### config.mk
export PLATFORM = sky130hd
export DESIGN_NAME = pcie_phy_8b10b_enc_multi
export DESIGN_NICKNAME = d
export VERILOG_FILES = /design/src/rtl/pcie_phy_8b10b_enc_multi.sv
export SDC_FILE = /design/constraint.sdc
export NUM_CORES = 1
export LEC_CHECK = 0
export CAP_MARGIN = 0
export CORE_ASPECT_RATIO = 1.5
export CORE_MARGIN = 1.5
export CORE_UTILIZATION = 49
export CTS_BUF_LIST = sky130_fd_sc_hd__clkbuf_16
export DETAILED_ROUTE_END_ITERATION = 8
export PLACE_DENSITY = 0.78
export REMOVE_ABC_BUFFERS = 1
export SYNTH_ARGS = -nofsm -noshare
export SYNTH_HDL_FRONTEND = slang
export SYNTH_SLANG_ARGS = --single-unit
### constraint.sdc
create_clock -name clk -period 2.39 [get_ports clk]
set_input_delay 0.5975 -clock clk [delete_from_list [all_inputs] [get_ports clk]]
set_output_delay 0.5975 -clock clk [all_outputs]
set_load 0.005 [all_outputs]
### src/rtl/pcie_phy_8b10b_enc_multi.sv
// -----------------------------------------------------------------------------
// pcie_phy_8b10b_enc_multi
//   Multi-symbol 8b/10b encoder for the PCIe PHY TX datapath. Encodes BYTES
//   characters per clock (symbol 0 first on the wire) and chains running
//   disparity from symbol to symbol and from word to word. Codes are built
//   from 5b/6b and 3b/4b sub-block logic, so latency is a fixed one clock.
//
// Ports
//   clk          TX symbol clock
//   rst_n        asynchronous active-low reset
//   in_valid     input word valid
//   in_data      BYTES characters, byte i = [8i+7:8i], HGFEDCBA (A = LSB)
//   in_k         per-byte control flag (1 = K character)
//   in_elec_idle force all-zero output word, running disparity frozen
//   rd_load      preload running disparity before encoding this word
//   rd_load_val  preload value (0 = RD-, 1 = RD+)
//   out_valid    output word valid
//   out_data     BYTES symbols, symbol i = [10i+9:10i] = {j,h,g,f,i,e,d,c,b,a}
//   out_rd       running disparity after the last symbol of the output word
//   err_k        per-symbol flag: K requested for a byte that is not a K code
// -----------------------------------------------------------------------------
module pcie_phy_8b10b_enc_multi #(
    parameter int BYTES   = 2,
    parameter bit CHECK_K = 1'b1
) (
    input  logic                 clk,
    input  logic                 rst_n,
    input  logic                 in_valid,
    input  logic [8*BYTES-1:0]   in_data,
    input  logic [BYTES-1:0]     in_k,
    input  logic                 in_elec_idle,
    input  logic                 rd_load,
    input  logic                 rd_load_val,
    output logic                 out_valid,
    output logic [10*BYTES-1:0]  out_data,
    output logic                 out_rd,
    output logic [BYTES-1:0]     err_k
);

    // Twelve legal control characters: K28.0-7 plus K23/27/29/30.7.
    function automatic logic is_k_code(input logic [7:0] b);
        return (b[4:0] == 5'd28) || (b == 8'hF7) || (b == 8'hFB) ||
               (b == 8'hFD) || (b == 8'hFE);
    endfunction

    // 5b/6b data codes for RD-, written abcdei; MSB flags an unbalanced code.
    function automatic logic [6:0] d6_neg(input logic [4:0] x);
        case (x)
            5'd0:  d6_neg = 7'b1_100111;
            5'd1:  d6_neg = 7'b1_011101;
            5'd2:  d6_neg = 7'b1_101101;
            5'd3:  d6_neg = 7'b0_110001;
            5'd4:  d6_neg = 7'b1_110101;
            5'd5:  d6_neg = 7'b0_101001;
            5'd6:  d6_neg = 7'b0_011001;
            5'd7:  d6_neg = 7'b0_111000;
            5'd8:  d6_neg = 7'b1_111001;
            5'd9:  d6_neg = 7'b0_100101;
            5'd10: d6_neg = 7'b0_010101;
            5'd11: d6_neg = 7'b0_110100;
            5'd12: d6_neg = 7'b0_001101;
            5'd13: d6_neg = 7'b0_101100;
            5'd14: d6_neg = 7'b0_011100;
            5'd15: d6_neg = 7'b1_010111;
            5'd16: d6_neg = 7'b1_011011;
            5'd17: d6_neg = 7'b0_100011;
            5'd18: d6_neg = 7'b0_010011;
            5'd19: d6_neg = 7'b0_110010;
            5'd20: d6_neg = 7'b0_001011;
            5'd21: d6_neg = 7'b0_101010;
            5'd22: d6_neg = 7'b0_011010;
            5'd23: d6_neg = 7'b1_111010;
            5'd24: d6_neg = 7'b1_110011;
            5'd25: d6_neg = 7'b0_100110;
            5'd26: d6_neg = 7'b0_010110;
            5'd27: d6_neg = 7'b1_110110;
            5'd28: d6_neg = 7'b0_001110;
            5'd29: d6_neg = 7'b1_101110;
            5'd30: d6_neg = 7'b1_011110;
            default: d6_neg = 7'b1_101011;
        endcase
    endfunction

    // 3b/4b data codes (fghj) used when the disparity after the 6b block is -.
    function automatic logic [4:0] d4_neg(input logic [2:0] y, input logic alt7);
        case (y)
            3'd0:    d4_neg = 5'b1_1011;
            3'd1:    d4_neg = 5'b0_1001;
            3'd2:    d4_neg = 5'b0_0101;
            3'd3:    d4_neg = 5'b0_1100;
            3'd4:    d4_neg = 5'b1_1101;
            3'd5:    d4_neg = 5'b0_1010;
            3'd6:    d4_neg = 5'b0_0110;
            default: d4_neg = alt7 ? 5'b1_0111 : 5'b1_1110;
        endcase
    endfunction

    // 3b/4b control codes when the disparity after the 6b block is -.
    // Unlike data, the neutral K variants also invert with disparity.
    function automatic logic [4:0] k4_neg(input logic [2:0] y);
        case (y)
            3'd0:    k4_neg = 5'b1_1011;
            3'd1:    k4_neg = 5'b0_0110;
            3'd2:    k4_neg = 5'b0_1010;
            3'd3:    k4_neg = 5'b0_1100;
            3'd4:    k4_neg = 5'b1_1101;
            3'd5:    k4_neg = 5'b0_0101;
            3'd6:    k4_neg = 5'b0_1001;
            default: k4_neg = 5'b1_0111;
        endcase
    endfunction

    // Returns {rd_after_symbol, symbol[9:0]} with a in bit 0.
    function automatic logic [10:0] enc_sym(input logic [7:0] b, input logic is_k,
                                            input logic rd_in);
        logic [4:0] x;
        logic [2:0] y;
        logic [5:0] s6;
        logic [3:0] s4;
        logic       u6;
        logic       u4;
        logic       rd_mid;
        logic       alt7;
        logic [9:0] full;
        logic [9:0] sym;
        x = b[4:0];
        y = b[7:5];
        {u6, s6} = d6_neg(x);
        if (is_k && (x == 5'd28)) begin
            u6 = 1'b1;
            s6 = 6'b001111;
        end
        // D.7 is neutral but still alternates with disparity.
        if (rd_in && (u6 || (x == 5'd7))) s6 = ~s6;
        rd_mid = rd_in ^ u6;
        if (is_k) begin
            {u4, s4} = k4_neg(y);
            if (rd_mid) s4 = ~s4;
        end else begin
            // Alternate x.7 avoids a run of five equal bits across the sub-blocks.
            alt7 = (!rd_mid && ((x == 5'd17) || (x == 5'd18) || (x == 5'd20))) ||
                   ( rd_mid && ((x == 5'd11) || (x == 5'd13) || (x == 5'd14)));
            {u4, s4} = d4_neg(y, alt7);
            if (rd_mid && (u4 || (y == 3'd3))) s4 = ~s4;
        end
        full = {s6, s4};
        for (int k = 0; k < 10; k++) sym[k] = full[9-k];
        return {rd_mid ^ u4, sym};
    endfunction

    logic [10*BYTES-1:0] w_sym;
    logic [BYTES-1:0]    w_errk;
    logic                w_rd_end;

    logic                r_vld_p1;
    logic [10*BYTES-1:0] r_data_p1;
    logic [BYTES-1:0]    r_errk_p1;
    logic                r_rd_out_p1;
    logic                r_rd;

    // Stage p0: combinational encode with the disparity chained across symbols.
    always_comb begin
        logic        rd;
        logic [7:0]  b;
        logic        kv;
        logic [10:0] enc;
        w_sym  = '0;
        w_errk = '0;
        rd     = rd_load ? rd_load_val : r_rd;
        for (int i = 0; i < BYTES; i++) begin
            b  = in_data[8*i +: 8];
            kv = in_k[i] && is_k_code(b);
            w_errk[i] = CHECK_K && in_k[i] && !kv;
            enc = enc_sym(b, kv, rd);
            w_sym[10*i +: 10] = enc[9:0];
            rd = enc[10];
        end
        w_rd_end = rd;
    end

    // Stage p1: output registers and running-disparity state.
    always_ff @(posedge clk or negedge rst_n) begin
        if (!rst_n) begin
            r_vld_p1    <= 1'b0;
            r_data_p1   <= '0;
            r_errk_p1   <= '0;
            r_rd_out_p1 <= 1'b0;
            r_rd        <= 1'b0;
        end else begin
            r_vld_p1 <= in_valid;
            if (in_valid) begin
                if (in_elec_idle) begin
                    // Idle word carries no disparity; only a preload may move RD.
                    r_data_p1 <= '0;
                    r_errk_p1 <= '0;
                    if (rd_load) r_rd <= rd_load_val;
                end else begin
                    r_data_p1   <= w_sym;
                    r_errk_p1   <= w_errk;
                    r_rd        <= w_rd_end;
                    r_rd_out_p1 <= w_rd_end;
                end
            end
        end
    end

    assign out_valid = r_vld_p1;
    assign out_data  = r_data_p1;
    assign out_rd    = r_rd_out_p1;
    assign err_k     = r_errk_p1;

endmodule

Word-level counts from Yosys, hierarchy flattened
Memories as Yosys holds them, arrays and structs flattened.
Cells that the tools add are included.
- register bits after elaboration: 25
- memory bits (read-only): 448
- input port bits: 24
- output and inout bits: 24
- word-level logic and storage cells: 125
- memories: 2
- equality and inequality tests: 36
- mux-type cells: 28
- bitwise operators: 11
- reductions and logical operators: 43
- memories (memory ; depth ; width ; rd ports ; clocked after Yosys merged registers in ; write ports ; line ; RTL):
    (name not given) ; 32 ; 7 ; 1 ; 0 ; 0 ; 48 ; case (x)
    (name not given) ; 32 ; 7 ; 1 ; 0 ; 0 ; 48 ;
- operators by type and width (operator ; count):
    5-bit case mux with 7 select lines ; 4
    8-bit equality test (second input constant) ; 8
    5-bit equality test (second input constant) ; 8
    4-bit 2-to-1 mux ; 8
    5-bit by 4-bit equality test with 1-bit output (second input constant) ; 6
    6-bit 2-to-1 mux ; 4
    1-bit logical OR ; 22
    20-bit 2-to-1 mux ; 1
    5-bit 2-to-1 mux ; 4
    3-bit equality test (second input constant) ; 6
    4-bit NOT ; 4
    1-bit logical AND ; 14
    3-bit by 2-bit equality test with 1-bit output (second input constant) ; 4
    6-bit NOT ; 2
    5-bit by 3-bit equality test with 1-bit output (second input constant) ; 2
    3-bit by 1-bit equality test with 1-bit output (second input constant) ; 2
    3-bit zero test ; 2
    1-bit 2-to-1 mux ; 6
    1-bit zero test ; 4
    1-bit bitwise XOR ; 4
    2-bit 2-to-1 mux ; 1
    2-bit AND reduction ; 1
    1-bit NOT ; 1

Longest topological paths before layout
Gate-level depths: netlist of the first run.
- word-level depth: 29
- gate-level depth with buffers: 10
- depth with buffers taken out: 10

Worst setup path after synthesis of the first run
Ideal clock, no wire load.
- path kind: input to register
- from: input in_data[0]
- to: register r_data_p1[17], in the netlist out_data[17]
- library setup time: 0.125 ns
- arrival: 2.986 ns
- required time: 2.265 ns
- slack: -0.721 ns
- cell stages on the path: 10
- path buffers: 0
- cells stage by stage: inv_1 ha_1 nand2_1 a31o_1 mux4_2 xnor2_4 xor2_4 a2111oi_1 a2111oi_1 mux2_2
- cells in the longest elaborated chain, start to end: 15
- elaborated cells on any way between the ends: 22
- those cells by class: 5 x eq/ne; 6 x mux; 3 x bitwise; 7 x reduce/logical; 1 x memory
- ends and longest elaborated chain (what ; line ; RTL):
    start, declared ; 29 ; input logic [8*BYTES-1:0] in_data,
    8-bit equality test / 5-bit equality test (equally long branches) ; 42, 129 ;
    1-bit logical OR (3 in a row) ; 42 ; return (b[4:0] == 5'd28) || (b == 8'hF7) || (b == 8'hFB) ||
    1-bit logical OR ; 43 ; (b == 8'hFD) || (b == 8'hFE);
    1-bit logical AND ; 172 ; kv = in_k[i] && is_k_code(b);
    1-bit logical AND ; 129 ; if (is_k && (x == 5'd28)) begin
    1-bit 2-to-1 mux ; 129 ;
    1-bit bitwise XOR ; 135 ; rd_mid = rd_in ^ u6;
    1-bit bitwise XOR * ; 148 ; return {rd_mid ^ u4, sym};
    1-bit bitwise XOR * ; 135 ;
    1-bit logical AND ; 144 ; if (rd_mid && (u4 || (y == 3'd3))) s4 = ~s4;
    4-bit 2-to-1 mux ; 144 ;
    4-bit 2-to-1 mux * ; 136 ; if (is_k) begin
    20-bit 2-to-1 mux * ; 192 ; if (in_elec_idle) begin
    end signal, assigned ; 198 ; r_data_p1 <= w_sym;
    end, declared ; 156 ; logic [10*BYTES-1:0] r_data_p1;
Mark *: on every way between the ends. The rest lies on a longest branch, timed or not.
A chain may end at the register's enable or synchronous reset.

Worst setup path in the final report of the first run
- from: input in_data[0]
- to: register r_data_p1[16], in the netlist out_data[16]
- cells in the longest elaborated chain, start to end: 21
- elaborated cells on any way between the ends: 30
- those cells by class: 5 x eq/ne; 9 x mux; 4 x bitwise; 11 x reduce/logical; 1 x memory
- ends and longest elaborated chain (what ; line ; RTL):
    8-bit equality test / 5-bit equality test (equally long branches) ; 42, 129 ;
    1-bit logical OR (3 in a row) ; 42 ;
    1-bit logical OR ; 43 ;
    1-bit logical AND ; 172 ;
    1-bit logical AND ; 129 ;
    1-bit 2-to-1 mux ; 129 ;
    1-bit bitwise XOR ; 135 ;
    1-bit bitwise XOR * ; 148 ;
    [3 not listed] ; -- ;
    1-bit logical OR ; 141 ; alt7 = (!rd_mid && ((x == 5'd17) || (x == 5'd18) || (x == 5'd20))) ||
    4-bit 2-to-1 mux ; 94 ; default: d4_neg = alt7 ? 5'b1_0111 : 5'b1_1110;
    5-bit case mux with 7 select lines ; 86 ; case (y)
    5-bit 2-to-1 mux ; 136 ;
    4-bit NOT ; 144 ;
    4-bit 2-to-1 mux ; 144 ;
    4-bit 2-to-1 mux * ; 136 ;
    20-bit 2-to-1 mux * ; 192 ;
Mark *: on every way between the ends. The rest lies on a longest branch, timed or not. The select of a mux whose other input is x is not followed.

==> flow_summary.ini, run 1 <==
[synth]
synth-edff-count = 0
syn_inst = 325
synth_ff_type = dfrtp_1
ys_warn_count = 0
avgSynthCellArea_um2 = 8.17
synth_mux_area_frac = 0.0674
synth-simple-area-share = 0.156
async_flop_share = 1.00
synth_top_family_by_area = compound AO/OA/AOI/OAI gates
synth_fa_ha_area_frac = 0.0829
synth_xor_area_frac = 0.104
yosysSeqAreaShare = 0.236
ys_ff_latch = 25
synth_compound_area_frac = 0.295
netlist_area_um2 = 2660
ys_types = 58

[floorplan]
start_util = 0.514
die_w_um = 63.1
ios = 48
rows = 32
die-area_um2 = 5880
core-area_um2 = 5160
die_h_um = 93.2

[routing]
drt-pass1-iter-count = 7
drtIter0Drc = 372
antenna_left = 0
wl_met1_um = 3350
routed_via_density = 5.99
wl_um = 9190
wl_per_cell_um = 17.8
met2RoutedLength_um = 5090
vias = 3092
drc = 0
top_layer = met4
met3RoutedLength_um = 381

[cts]
cts-root-buf = clkbuf_16
cts_htree_levels = 1
clkSinkCount = 25
cts_buffers = 3
tritoncts = yes
clock_latency_ns = 0.26
clk_pin_slew_ns = 0.07
clockBufferDepth = 2
hold_buffers = 0

[outcome]
status = complete, but fails checks
violations = setup timing

[finish]
final_cells = 516
utilization = 0.816
syn_to_final_growth_pct = 58.7
drive_above_1_share = 0.330
n_antenna_cell = 0
fin_nets = 489
final_cell_mix = buf_4, clkdlybuf4s50_1, nor2_1, dfrtp_1, a21oi_1
final_common_cell = buf_4

[setup_path]
slowest_stage = mux4_2
max_stage_delay_ns = 0.56
critical_path_class = in -> reg
worstSetupStartpointType = input port
cp_data_required_time_ns = 2.60
rr_startpoint = r_rd$_DFFE_PN0P_
critical_path_arrival_ns = 3.05
worstSetupStartpoint = in_data[0]
crit_buf_inv = 4
endpoint_kind = flip-flop
crit_chain = buf_12 -> clkinv_8 -> ha_4 -> buf_4 -> a21oi_1 -> mux4_2 -> xnor2_4 -> buf_6 -> mux2i_1 -> nand4_1 -> a32oi_1 -> o21a_1
cpLargestDelayFamily = multiplexers
worstPathMaxFanout = 5

[global_routing]
grt_max_degree = 26
grt_pass1_vias = 3119
antenna_found_initial = 0
grt_pass1_wl_um = 14300
grt_usage = 0.305
grt.overflow.total = 0

[sta]
hold_viol_final = 0
rsz0062_at_grt = true
setup_violations = 22
period_share = 1.19
slew_viol_final = 0
timing.final.ws_setup_ns = -0.457
max_slew_margin = 0.658
fmax_mhz = 351
holdWs_ns = 0.492
post-route-min-period_ns = 2.85
setup_tns_ns = -5.57
fin_skew_ns = 0.00623
tightest_slew_ns = 0.510

[power]
p_sw_mw = 0.792
ir_drop_v = 0.000316
clkPwrFrac = 0.167
sw_frac_of_total = 0.353
leakage_nw = 1.86
power_frac_seq = 0.249
pwr-share-comb = 0.584
p_int_mw = 1.45
p_per_area_nw_per_um2 = 532

[hold_path]
holdCritStartpoint = err_k[1]$_DFFE_PN0P_
hold_path_class = reg -> reg

[place]
dp_slack_ns = -1.27
hpwl_um = 6190
portBuffers = 47
gp_congestion = 0.898
dp_cells = 498

[job]
maxCapViolCount = 0
path summary, 6_finish.rpt:
| kind | cells past startpoint | slack [ns] | end |
|---|---|---|---|
| worst max register to register | 9 | 0.12 | out_data[16]$_DFFE_PN0P_ |
| max in group asynchronous | 2 | 1.45 | out_data[12]$_DFFE_PN0P_ |
| worst min register to register | 1 | 0.49 | err_k[1]$_DFFE_PN0P_ |
| min in group asynchronous | 2 | 0.69 | out_valid$_DFF_PN0_ |
| worst max-delay path | 12 | -0.46 | out_data[16]$_DFFE_PN0P_ |
| worst min-delay path | 1 | 0.49 | err_k[1]$_DFFE_PN0P_ |
per-layer routing:
| metal | track usage | vias up |
|---|---|---|
| met5 | 0 | - |
| met4 | 0.154 | 0 |
| met3 | 0.0144 | 33 |
| met2 | 0.603 | 154 |
| met1 | 0.319 | 1472 |
| li1 | - | 1433 |
cell families after synthesis:
family / after synthesis
AOI/OAI and AO/OA: 115
and+or+nand+nor: 88
buffers and inverters: 40
DFF: 25
xor gates and xnor gates: 24
adders and majority gates: 18
muxes: 15
cells in the mapped netlist (all sizes together) (5+ instances only):
cell | count | area [µm²]
nand2 | 23 | 86.3
dfrtp | 25 | 626
buf | 5 | 22.5
inv | 16 | 60.1
nor2b | 7 | 43.8
nor3 | 7 | 35.0
xor2 | 9 | 97.6
o211ai | 9 | 67.6
xnor2 | 13 | 133
ha | 16 | 200
nor2 | 27 | 101
o21ai | 21 | 105
nand3 | 6 | 30.0
mux2i | 10 | 100
a22o | 15 | 131
clkbuf | 18 | 67.6
a21oi | 31 | 159
metrics by stage:
step | power, mW | instance area, µm²
after global routing | 2.35 | 4210
after CTS | 2.11 | 4080
final | 2.24 | 4210
after detailed placement | 1.58 | 3730
after floorplan | 1.07 | 2560
after global placement | 1.55 | 3730
power groups by stage:
stage	combinational [mW]	sequential, mW	clock, mW
3_3_place_gp	0.994	0.557	0
4_1_cts	1.18	0.553	0.370
3_5_place_dp	1.03	0.559	0
5_1_grt	1.39	0.564	0.393
6_report	1.31	0.558	0.375
2_1_floorplan	0.523	0.552	0
timing repair:
action	4_1_cts	5_1_grt
endpoints found under the hold margin	0	0
resized for setup	70	29
pin swaps	20	13
setup endpoints to repair	22	22
buffers inserted	10	3
cloned	1	0
flip-flops by register name (all words and copies together), names as in the netlist:
signal,cells
out_rd,1
r_rd,1
out_data,20
out_valid,1
err_k,2
final cells by class:
| class | count | area (µm²) |
|---|---|---|
| clock buffers | 3 | 75.1 |
| clock inverters | 1 | 3.75 |
| fillers | 284 | 951 |
| inverters | 17 | 83.8 |
| multi-input cells | 260 | 2110 |
| flip-flops and latches | 25 | 626 |
| well taps | 68 | 85.1 |
| repair buffers | 142 | 1230 |
Note: power is estimated with default switching activity, not from simulation.
==> run 2: changes to the inputs <==
- CORE_ASPECT_RATIO: 1.5 -> 1.4
==> run 2 against run 1 <==
Compared with the run above: largest power group unchanged; global-route usage decreased by 0.38 points; the flow still finishes with violations (setup timing); critical path depth increased by 2; non-clock buffer count fell by 1; combinational power up 4%; clock skew shrank 0.0014 ns; first-iteration DRC count fell by 9.7%; clock-buffer cell count unchanged; setup slack improved by 0.094 ns; die area about the same; fmax rose by 3.4%; final cell count shrank 0.58%; sequential share of layout area fell by 0.19 points; critical path type unchanged.
==> flow_summary.ini, run 2 (same netlist as run 1, synthesis figures left out) <==
[routing]
drt-pass1-iter-count = 5
wl_um = 9480
antenna_left = 0
wl_per_cell_um = 18.5
drc = 0
drtIter0Drc = 336
routed_via_density = 6.04
vias = 3096

[global_routing]
grt.overflow.total = 0
grt_usage = 0.301
antenna_found_initial = 0
grt_pass1_vias = 3078
grt_pass1_wl_um = 14300
grt_max_degree = 26
busiest_layer = met2
met2_usage = 0.552
grt_util_met1 = 0.361
met3_usage = 0.0163

[power]
clkPwrFrac = 0.162
leakage_nw = 1.89
p_sw_mw = 0.816
p_per_area_nw_per_um2 = 535
power_frac_seq = 0.244
p_int_mw = 1.47
power_mw = 2.28
sw_frac_of_total = 0.357
ir_drop_v = 0.000286
pwr-share-comb = 0.595

[sta]
fin_skew_ns = 0.00487
post-route-min-period_ns = 2.75
setup_violations = 16
period_share = 1.15
rsz0062_at_grt = true
tightest_slew_ns = 0.457
max_slew_margin = 0.692
slew_viol_final = 0
fmax_mhz = 363
holdWs_ns = 0.499
hold_viol_final = 0
timing.final.ws_setup_ns = -0.363

[floorplan]
ios = 48
die-area_um2 = 5880
rows = 31
die_h_um = 90.1
core-area_um2 = 5200
die_w_um = 65.2
start_util = 0.511

[hold_path]
hold_path_end = out_rd$_DFFE_PN0P_
hold_depth = 2
hold_path_class = reg -> reg
holdCritStartpoint = out_rd$_DFFE_PN0P_

[finish]
final_cells = 513
syn_to_final_growth_pct = 60.7
utilization = 0.821
n_antenna_cell = 0
final_common_cell = buf_4
final_area_um2 = 4270
fin_nets = 488
final_cell_mix = buf_4, clkdlybuf4s50_1, dfrtp_1, a21oi_1, nor2_1
largest_reg_flops = 20
drive_above_1_share = 0.351

[setup_path]
rr_worst_depth = 9
worstPathMaxFanout = 8
endpoint_kind = flip-flop
regToRegSetupSlack_ns = 0.07
rr_startpoint = r_rd$_DFFE_PN0P_
critical_path_class = in -> reg
reg2reg_to = r_rd$_DFFE_PN0P_
cp_data_required_time_ns = 2.53
worstSetupStartpoint = in_data[1]
worstSetupStartpointType = input port
critical_path_arrival_ns = 2.89

[outcome]
violations = setup timing
status = complete, but fails checks

[cts]
clockBufferDepth = 2
cts_buffers = 3
tritoncts = yes
clkSinkCount = 25
clk_pin_slew_ns = 0.06
cts-root-buf = clkbuf_16
clock_latency_ns = 0.26
hold_buffers = 0
cts_htree_levels = 1

[place]
hpwl_um = 6150
gp_congestion = 0.890
portBuffers = 47
dp_cells = 498
placed_cell_area_um2 = 3740

[job]
maxCapViolCount = 0
## run 2: changes by cell type in the layout (fill, tap and decap cells not counted), sizes merged
cell           before  now
clkbuf              3    5
clkdlybuf4s15       0    1
clkdlybuf4s50      37   32
dlymetal6s2s        0    2
buf                98   97
## run 2: critical path: stages
cell and delay (ns):
buf_12 0.10, ha_2 0.19, nor2_1 0.06, a31o_1 0.18
mux4_2 0.54, buf_4 0.18, buf_6 0.12, xnor2_4 0.17
buf_6 0.14, buf_8 0.14, xor2_1 0.19, a21oi_1 0.10
o211ai_1 0.10, o21ai_1 0.09
## run 2: per-stage QoR
| step | setup TNS [ns] | setup WS [ns] |
|---|---|---|
| after global placement | -19.63 | -1.11 |
| after floorplan | -8.56 | -0.721 |
| after global routing | -5.17 | -0.458 |
| final | -3.24 | -0.363 |
| after CTS | -2.10 | -0.267 |
| after detailed placement | -21.27 | -1.23 |
## run 2: worst max-delay path by stage
stage | end | depth (start not counted)
2_1_floorplan | out_data[17]$_DFFE_PN0P_ | 10
5_1_grt | out_data[18]$_DFFE_PN0P_ | 13
3_5_place_dp | out_data[16]$_DFFE_PN0P_ | 12
4_1_cts | out_data[18]$_DFFE_PN0P_ | 12
3_3_place_gp | out_data[16]$_DFFE_PN0P_ | 11
6_report | out_data[6]$_DFFE_PN0P_ | 14
## run 2: layer usage
metal / wire (µm) / vias up / share of wire
met5: 0 / - / 0
met4: 292 / 0 / 0.031
met3: 393 / 28 / 0.041
met2: 5160 / 131 / 0.54
met1: 3630 / 1511 / 0.38
li1: - / 1426 / -
## run 2: repair_timing
action                                  CTS  global route
endpoints found under the setup margin   22            22
resized for setup                        90            32
pin swaps                                42            16
setup buffers                             8             4
## run 2: cell type report
type                       instances  area, µm²
timing repair buffer             141       1230
inverter                          17       81.3
clock buffer                       3       75.1
clock inverter                     1       3.75
tap                               66       82.6
fill                             312        930
sequential                        25        626
multi-input combinational        260       2170
## run 2: power groups by stage
stage / combinational (mW) / sequential [mW] / clock [mW]
2_1_floorplan: 0.523 / 0.552 / 0
3_3_place_gp: 1.01 / 0.556 / 0
3_5_place_dp: 1.03 / 0.558 / 0
4_1_cts: 1.21 / 0.552 / 0.372
5_1_grt: 1.43 / 0.564 / 0.389
6_report: 1.36 / 0.557 / 0.370
